<file path="config.mk">
export PLATFORM = sky130hd
export DESIGN_NAME = load_buffer
export DESIGN_NICKNAME = d
export VERILOG_FILES = /design/src/rtl/load_buffer_pkg.sv /design/src/rtl/load_data_align.sv /design/src/rtl/load_buffer.sv
export SDC_FILE = /design/constraint.sdc
export NUM_CORES = 1
export LEC_CHECK = 0
export ABC_AREA = 1
export ABC_CLOCK_PERIOD_IN_PS = 5750
export CAP_MARGIN = 10
export CORE_MARGIN = 5
export CORE_UTILIZATION = 25
export DETAILED_ROUTE_END_ITERATION = 10
export HOLD_SLACK_MARGIN = 0.05
export REMOVE_ABC_BUFFERS = 1
export SETUP_SLACK_MARGIN = 0.3
export SKIP_CTS_REPAIR_TIMING = 1
export SLEW_MARGIN = 20
export SYNTH_ARGS = -nofsm -noshare
export SYNTH_HDL_FRONTEND = slang
export SYNTH_SLANG_ARGS = --single-unit
</file>
<file path="constraint.sdc">
create_clock -name clock -period 5.75 [get_ports clock]
set_input_delay 0.8625 -clock clock [delete_from_list [all_inputs] [get_ports clock]]
set_output_delay 0.8625 -clock clock [all_outputs]
set_load 0.03 [all_outputs]
</file>
<file path="src/rtl/load_buffer_pkg.sv">
// Shared types for the load buffer: entry/CDB packet layouts, FSM states and
// the default depth.
package load_buffer_pkg;

  localparam int XLEN         = 32;
  localparam int TAG_W        = 5;
  localparam int LB_DEPTH_DEF = 4;

  localparam logic [XLEN-1:0] BAD_LOAD_VALUE = 32'hdeadfbac;

  typedef enum logic [1:0] {
    IDLE  = 2'd0,
    WAIT  = 2'd1,
    WB    = 2'd2,
    DRAIN = 2'd3
  } LB_STATE;

  typedef struct packed {
    logic             valid;
    logic [XLEN-1:0]  address;
    logic [TAG_W-1:0] rd_tag;
    logic [2:0]       mem_size;
    logic [XLEN-1:0]  NPC;
    logic [31:0]      inst;
  } LB_PACKET;

  typedef struct packed {
    logic             valid;
    logic [XLEN-1:0]  value;
    logic [TAG_W-1:0] rob_tag;
    logic [XLEN-1:0]  NPC;
    logic [31:0]      inst;
  } EX_WR_PACKET;

  function automatic logic [XLEN-1:0] word_addr(input logic [XLEN-1:0] a);
    return {a[XLEN-1:2], 2'b00};
  endfunction

endpackage

</file>
<file path="src/rtl/load_data_align.sv">
// Extracts and extends the loaded byte/halfword/word from a returned memory
// word according to the funct3 size code and the low address bits.
module load_data_align
  import load_buffer_pkg::*;
(
  input  logic [XLEN-1:0] word,
  input  logic [1:0]      address,
  input  logic [2:0]      mem_size,
  output logic [XLEN-1:0] result
);

  function automatic logic [XLEN-1:0] sext8(input logic signed [7:0] b);
    return XLEN'(b);
  endfunction

  function automatic logic [XLEN-1:0] zext8(input logic [7:0] b);
    return XLEN'(b);
  endfunction

  function automatic logic [XLEN-1:0] sext16(input logic signed [15:0] h);
    return XLEN'(h);
  endfunction

  function automatic logic [XLEN-1:0] zext16(input logic [15:0] h);
    return XLEN'(h);
  endfunction

  logic [7:0]  byte_sel;
  logic [15:0] half_sel;

  always_comb begin
    byte_sel = word[7:0];
    case (address)
      2'd1:    byte_sel = word[15:8];
      2'd2:    byte_sel = word[23:16];
      2'd3:    byte_sel = word[31:24];
      default: byte_sel = word[7:0];
    endcase
    half_sel = address[1] ? word[31:16] : word[15:0];

    case (mem_size)
      3'b000:  result = sext8(byte_sel);
      3'b100:  result = zext8(byte_sel);
      3'b001:  result = sext16(half_sel);
      3'b101:  result = zext16(half_sel);
      3'b010:  result = word;
      default: result = BAD_LOAD_VALUE;
    endcase
  end

endmodule

</file>
<file path="src/rtl/load_buffer.sv">
// In-order load buffer: circular FIFO of pending loads, one outstanding memory
// read for the head entry, aligned result broadcast on the CDB until granted.
module load_buffer
  import load_buffer_pkg::*;
#(
  parameter int LB_DEPTH = LB_DEPTH_DEF
) (
  input  logic            clock,
  input  logic            reset_n,
  input  LB_PACKET        lb_packet_in,
  output logic            lb_full,
  input  logic            squash,
  input  logic            mem_block,
  output logic            mem_req_valid,
  output logic [XLEN-1:0] mem_req_addr,
  input  logic            mem_req_ready,
  input  logic            mem_resp_valid,
  input  logic [XLEN-1:0] mem_resp_data,
  output EX_WR_PACKET     lb_output,
  input  logic            cdb_grant
);

  localparam int PTR_W = $clog2(LB_DEPTH);
  localparam int CNT_W = PTR_W + 1;

  LB_STATE          state, state_nxt;
  logic [PTR_W-1:0] head, tail;
  logic [CNT_W-1:0] count;
  logic [XLEN-1:0]  wb_value;
  logic [XLEN-1:0]  aligned;
  logic             enq, pop, capture;

  logic [XLEN-1:0]  addr_q [LB_DEPTH];
  logic [TAG_W-1:0] tag_q  [LB_DEPTH];
  logic [2:0]       size_q [LB_DEPTH];
  logic [XLEN-1:0]  npc_q  [LB_DEPTH];
  logic [31:0]      inst_q [LB_DEPTH];

  assign lb_full = (count == CNT_W'(LB_DEPTH));
  // A full buffer drops the incoming load even if the head retires this cycle.
  assign enq     = lb_packet_in.valid & ~lb_full & ~squash;

  load_data_align u_align (
    .word     (mem_resp_data),
    .address  (addr_q[head][1:0]),
    .mem_size (size_q[head]),
    .result   (aligned)
  );

  always_comb begin
    state_nxt     = state;
    mem_req_valid = 1'b0;
    mem_req_addr  = word_addr(addr_q[head]);
    lb_output     = '0;
    pop           = 1'b0;
    capture       = 1'b0;
    case (state)
      IDLE: begin
        mem_req_valid = (count != '0) & ~mem_block;
        // A request accepted in the same cycle as a flush still owes a response.
        if (squash)
          state_nxt = (mem_req_valid & mem_req_ready) ? DRAIN : IDLE;
        else if (mem_req_valid & mem_req_ready)
          state_nxt = WAIT;
      end
      WAIT: begin
        if (squash)
          state_nxt = mem_resp_valid ? IDLE : DRAIN;
        else if (mem_resp_valid) begin
          capture   = 1'b1;
          state_nxt = WB;
        end
      end
      WB: begin
        lb_output.valid   = 1'b1;
        lb_output.value   = wb_value;
        lb_output.rob_tag = tag_q[head];
        lb_output.NPC     = npc_q[head];
        lb_output.inst    = inst_q[head];
        if (squash)
          state_nxt = IDLE;
        else if (cdb_grant) begin
          pop       = 1'b1;
          state_nxt = IDLE;
        end
      end
      DRAIN: begin
        if (mem_resp_valid)
          state_nxt = IDLE;
      end
      default: state_nxt = IDLE;
    endcase
  end

  always_ff @(posedge clock) begin
    if (enq) begin
      addr_q[tail] <= lb_packet_in.address;
      tag_q[tail]  <= lb_packet_in.rd_tag;
      size_q[tail] <= lb_packet_in.mem_size;
      npc_q[tail]  <= lb_packet_in.NPC;
      inst_q[tail] <= lb_packet_in.inst;
    end
  end

  always_ff @(posedge clock or negedge reset_n) begin
    if (!reset_n) begin
      state    <= IDLE;
      head     <= '0;
      tail     <= '0;
      count    <= '0;
      wb_value <= '0;
    end else begin
      state <= state_nxt;
      if (capture)
        wb_value <= aligned;
      if (squash) begin
        head  <= '0;
        tail  <= '0;
        count <= '0;
      end else begin
        if (enq)
          tail <= tail + PTR_W'(1);
        if (pop)
          head <= head + PTR_W'(1);
        case ({enq, pop})
          2'b10:   count <= count + CNT_W'(1);
          2'b01:   count <= count - CNT_W'(1);
          default: count <= count;
        endcase
      end
    end
  end

endmodule

</file>
Word-level counts from Yosys, hierarchy flattened:

Memories as Yosys holds them, arrays and structs flattened.
Cells that the tools add are included.

* bits in registers: 41
* RAM bits: 416
* input port bits: 144
* output and inout bits: 136
* memories: 5

* add/subtract/negate cells: 4
* equality and inequality tests: 17
* muxes and demuxes: 29
* bitwise logic cells: 7
* reduce and logical (&&, ||, !) cells: 7

Memory list
* addr_q: depth 4, width 32, rd ports 1, clocked after Yosys merged registers in 0, wr ports 1, RTL line load_buffer.sv:33 `logic [XLEN-1:0] addr_q [LB_DEPTH];`
* inst_q: depth 4, width 32, rd ports 1, clocked after Yosys merged registers in 0, wr ports 1, RTL line load_buffer.sv:37 `logic [31:0] inst_q [LB_DEPTH];`
* npc_q: depth 4, width 32, rd ports 1, clocked after Yosys merged registers in 0, wr ports 1, RTL line load_buffer.sv:36 `logic [XLEN-1:0] npc_q [LB_DEPTH];`
* tag_q: depth 4, width 5, rd ports 1, clocked after Yosys merged registers in 0, wr ports 1, RTL line load_buffer.sv:34 `logic [TAG_W-1:0] tag_q [LB_DEPTH];`
* size_q: depth 4, width 3, rd ports 1, clocked after Yosys merged registers in 0, wr ports 1, RTL line load_buffer.sv:35 `logic [2:0] size_q [LB_DEPTH];`

Operators with widths (count)
* $pmux 32 s5: 1
* $mux 102: 1
* $mux 2: 13
* $pmux 8 s3: 1
* $mux 16: 1
* $eq 2x2->1 const B: 5
* $eq 3x3->1 const B: 3
* $mux 1: 9
* $ne 3x3->1 const B: 3
* $pmux 2 s4: 1
* $eq 2x1->1 const B: 3
* $pmux 3 s2: 1
* $reduce_bool 3->1: 2
* $add 2x1->2 const B: 2
* $and 1x1->1: 4
* $reduce_and 4->1: 1
* $reduce_bool 2->1: 2
* $add 3x1->3 const B: 1
* $eq 3x1->1 const B: 1
* $eq 3x2->1 const B: 1
* $logic_not 3->1: 1
* $mux 3: 1
* $not 1->1: 3
* $sub 3x1->3 const B: 1
* other kinds (2): 2

Longest topological paths before layout:

* depth after elaboration: 7
* mapped depth: 14
* mapped depth without buffers: 13

Modules after synthesis:

Synthesis repeated with hierarchy kept, for this count alone.

* cells, all modules: 1586
* area, all modules: 18705.4 um^2

By module, submodules not included
* load_buffer: instances 1, cells an instance 1424, area each 17840.9 um^2, seq. area each 13518.0 um^2
* load_data_align: instances 1, cells an instance 162, area each 864.6 um^2, seq. area each 0.0 um^2

Least setup slack after synthesis:

No wires, ideal clock.

* path type: input port to flip-flop
* start point: input port lb_packet_in[104] in the netlist's numbering
* end point: memory addr_q[0][0], enable pin
* library setup time: 0.568 ns
* data arrival time: 5.516 ns
* required time: 5.182 ns
* path slack: -0.333 ns
* cell stages on the path: 4
* buffers on the path: 0
* cells stage by stage: nand2_1 nor2_1 inv_1 nor2_1

* cells in the longest elaborated chain, start to end: 4

Ends and longest elaborated chain
* from (decl): RTL line load_buffer.sv:10 `input LB_PACKET lb_packet_in,`
* $and 1x1->1 (2 in a row): RTL line load_buffer.sv:41 `assign enq = lb_packet_in.valid & ~lb_full & ~squash;`
* $mux 1: RTL line load_buffer.sv:96 `if (enq) begin`
* $mux 1 (implied by the code): RTL line load_buffer.sv:97 `addr_q[tail] <= lb_packet_in.address;`
* to (decl): RTL line load_buffer.sv:33

Every way passes these cells.

==> flow_metrics.tcl <==
set metrics [dict create \
    synth_top_family_by_area "simple AND/OR/NAND/NOR gates" \
    crit_fanout 88 \
    leakagePower_nw 8.38 \
    synth-simple-area-share 0.141 \
    synth_xor_area_frac 0.000932 \
    antenna_found_initial 10 \
    synth_compound_area_frac 0.0964 \
    htreeDepth 2 \
    routed_via_density 4.56 \
    cts_tree "yes" \
    grt_max_degree 120 \
    fin_nets 2016 \
    cp_slowest_stage_delay_ns 0.71 \
    firstDrtPassIters 5 \
    max-cap-violations 0 \
    crit_required_ns 4.89 \
    core_area_um2 74600 \
    power_density_nw_per_um2 415 \
    synthesis.instances 1619 \
    root_buffer "clkbuf_16" \
    startpoint_type "register" \
    vdd_drop_max_v 0.000245 \
    clock-sinks 457 \
    synth_edf_count 416 \
    cts_buffers 51 \
    die_area_um2 80800 \
    die_h_um 284 \
    worstSkewPairLatency_ns 0.59 \
    fmax_ghz 0.224 \
    dp_cells 2783 \
    rows 100 \
    min_path_type "in2async" \
    drive_gt1_frac 0.0791 \
    p_total_mw 10.0 \
    grt_use_total 0.120 \
    fin_util 0.325 \
    fin_crit_sh 0.775 \
    clk_pin_slew_ns 0.06 \
    synth_seq_cells 457 \
    ant_nets 0 \
    synth.cell_area_um2 18800 \
    grt_pass1_wl_mm 77.3 \
    grt-ovfl-total 0 \
    drc 0 \
    synth-adder-area-share 0.00373 \
    hold_viol_final 0 \
    crit_arrival_ns 3.59 \
    skew_ns 0.0153 \
    fin_crit_ns 4.45 \
    vias 13100 \
    cts_buffer_depth 3 \
    dp_hpwl_mm 29.4 \
    crit_slowest_cell "clkinv_4" \
    cp_cell_sequence "clkinv_4 -> buf_4 -> nor2_1 -> o21ai_0 -> a21oi_1 -> clkdlybuf4s50_1" \
    ys_warn_count 0 \
    setup_viol 0 \
    totalWireLength_mm 50.9 \
    syn_area_per_cell_um2 11.6 \
    crit_type "reg2out" \
    cp-end-kind "primary output" \
    outcome "completed" \
    muxShareOfSynthArea 0 \
    fin_tns_setup_ns 0 \
    worstMarginPinSlew_ns 0.945 \
    maxSlewHeadroom 0.370 \
    ys_types 40 \
    synth-seq-area-share 0.719 \
    wire_per_inst_um 17.7 \
    first_iter_violations 817 \
    finalNonFillerCells 2880 \
    start_util 0.252 \
    synthFlopType "edfxtp_1" \
    synthArstFlopShare 0.0897 \
    syn_to_final_growth_pct 28.7 \
    io_buffers 277 \
    die_w_um 284 \
    rsz0062_at_grt "false" \
    grt_pass1_vias 13100 \
    final-max-slew-violation-count 0 \
    gp_congestion 0.839 \
    pin_count 280 \
]
placed cells by master (no fill, tap or decap), types with 3 or more instances in the layout:
master and n:
buf_4 9, o21ai_1 18, clkinv_2 8, o22ai_1 34
edfxtp_1 416, nand3_1 21, a21oi_2 7, nand3_2 5
clkbuf_16 52, a21oi_1 79, clkbuf_1 7, ha_1 4
o21ai_0 201, diode_2 3, dfrtp_1 39, inv_1 64
nor2_4 5, nand2_1 130, nor2_1 419, clkinv_1 15
inv_2 4, clkdlybuf4s50_1 276, inv_6 3, nand2_4 4
buf_12 6, nand4_1 22, nor2_2 21, bufinv_16 3
nand2_2 7
synthesized netlist by cell type (2+ instances only):
cell | count | area share
nand2_2 | 7 | 0.0023
or2_2 | 2 | 0.00067
nand3_2 | 5 | 0.0027
clkbuf_1 | 58 | 0.012
o21ai_0 | 201 | 0.054
a21oi_1 | 79 | 0.021
nor2_2 | 21 | 0.0070
nand2_1 | 130 | 0.026
nand4_1 | 22 | 0.0073
o21ai_1 | 18 | 0.0048
o22ai_1 | 34 | 0.011
buf_4 | 4 | 0.0016
ha_1 | 4 | 0.0027
buf_1 | 9 | 0.0018
inv_1 | 65 | 0.013
inv_2 | 5 | 0.0010
buf_2 | 21 | 0.0056
a21oi_2 | 7 | 0.0033
dfrtp_1 | 41 | 0.055
nor2_1 | 423 | 0.084
nand3_1 | 21 | 0.0056
edfxtp_1 | 416 | 0.66
buf_6 | 4 | 0.0024
nand2_4 | 4 | 0.0024
nor3_1 | 3 | 0.00080
stage by stage:
step | setup WS (ns) | area (µm²) | hold slack, ns
2_1_floorplan | -1.57 | 18400 | 0.449
3_3_place_gp | 1.86 | 22600 | 0.472
3_5_place_dp | 1.84 | 22600 | 0.476
4_1_cts | 1.18 | 24200 | 0.444
5_1_grt | 1.04 | 24200 | 0.294
6_report | 1.30 | 24200 | 0.276
cell type report:
| cell class | count | area, µm² |
|---|---|---|
| diodes | 3 | 7.51 |
| inverters | 72 | 284 |
| fillers | 7407 | 50400 |
| flip-flops and latches | 457 | 13500 |
| multi-input cells | 994 | 4590 |
| clock buffers | 61 | 1360 |
| clock inverters | 33 | 274 |
| well taps | 969 | 1210 |
| repair buffers | 291 | 2950 |
flip-flops by register name, summed over array words and instances, names as in the netlist:
name and flops:
addr_q 128, tag_q 20, count 3, head 2
tail 2, inst_q 128, size_q 12, state 2
npc_q 128, wb_value 32
critical path: cells and delay by family, from the launching register on:
kind / cells / cell delay [ns]
compound gates: 2 / 0.28
buf+inv: 3 / 1.90
flops: 1 / 0.66
simple gates: 1 / 0.12
final timing paths:
path | from | end | slack, ns | cells past startpoint
hold reg to reg | wb_value[10] | wb_value[10] | 0.48 | 2
hold / removal | reset_n | wb_value[1] | 0.28 | 1
setup / recovery | head[1] | lb_output[26] | 1.30 | 6
max in group asynchronous | reset_n | head[1] | 5.03 | 1
min in group clock | wb_value[10] | wb_value[10] | 0.48 | 2
setup reg to reg | head[1] | wb_value[16] | 2.27 | 12
cell families after synthesis:
kind of cell             count (synthesis)
AO/OA/AOI/OAI                          344
XOR/XNOR                                 2
adder cells (fa/ha/maj)                  5
buffers and inverters                  169
flip-flops                             457
other                                    1
AND/OR/NAND/NOR                        641
report_power, final:
group	internal (mW)	total, mW	switching (mW)	leakage, nW
sequential	3.93	4.06	0.126	4.27
combinational	0.958	2.83	1.87	3.32
clock	1.82	3.16	1.34	0.796
routing by layer:
| metal | GRT usage | up-vias | wire (µm) |
|---|---|---|---|
| li1 | - | 6142 | - |
| met1 | 0.151 | 6453 | 21600 |
| met2 | 0.201 | 436 | 23900 |
| met3 | 0.0397 | 80 | 4230 |
| met4 | 0.0297 | 12 | 1050 |
| met5 | 0 | - | 82 |
No activity file was read; power rests on OpenSTA's default activity.
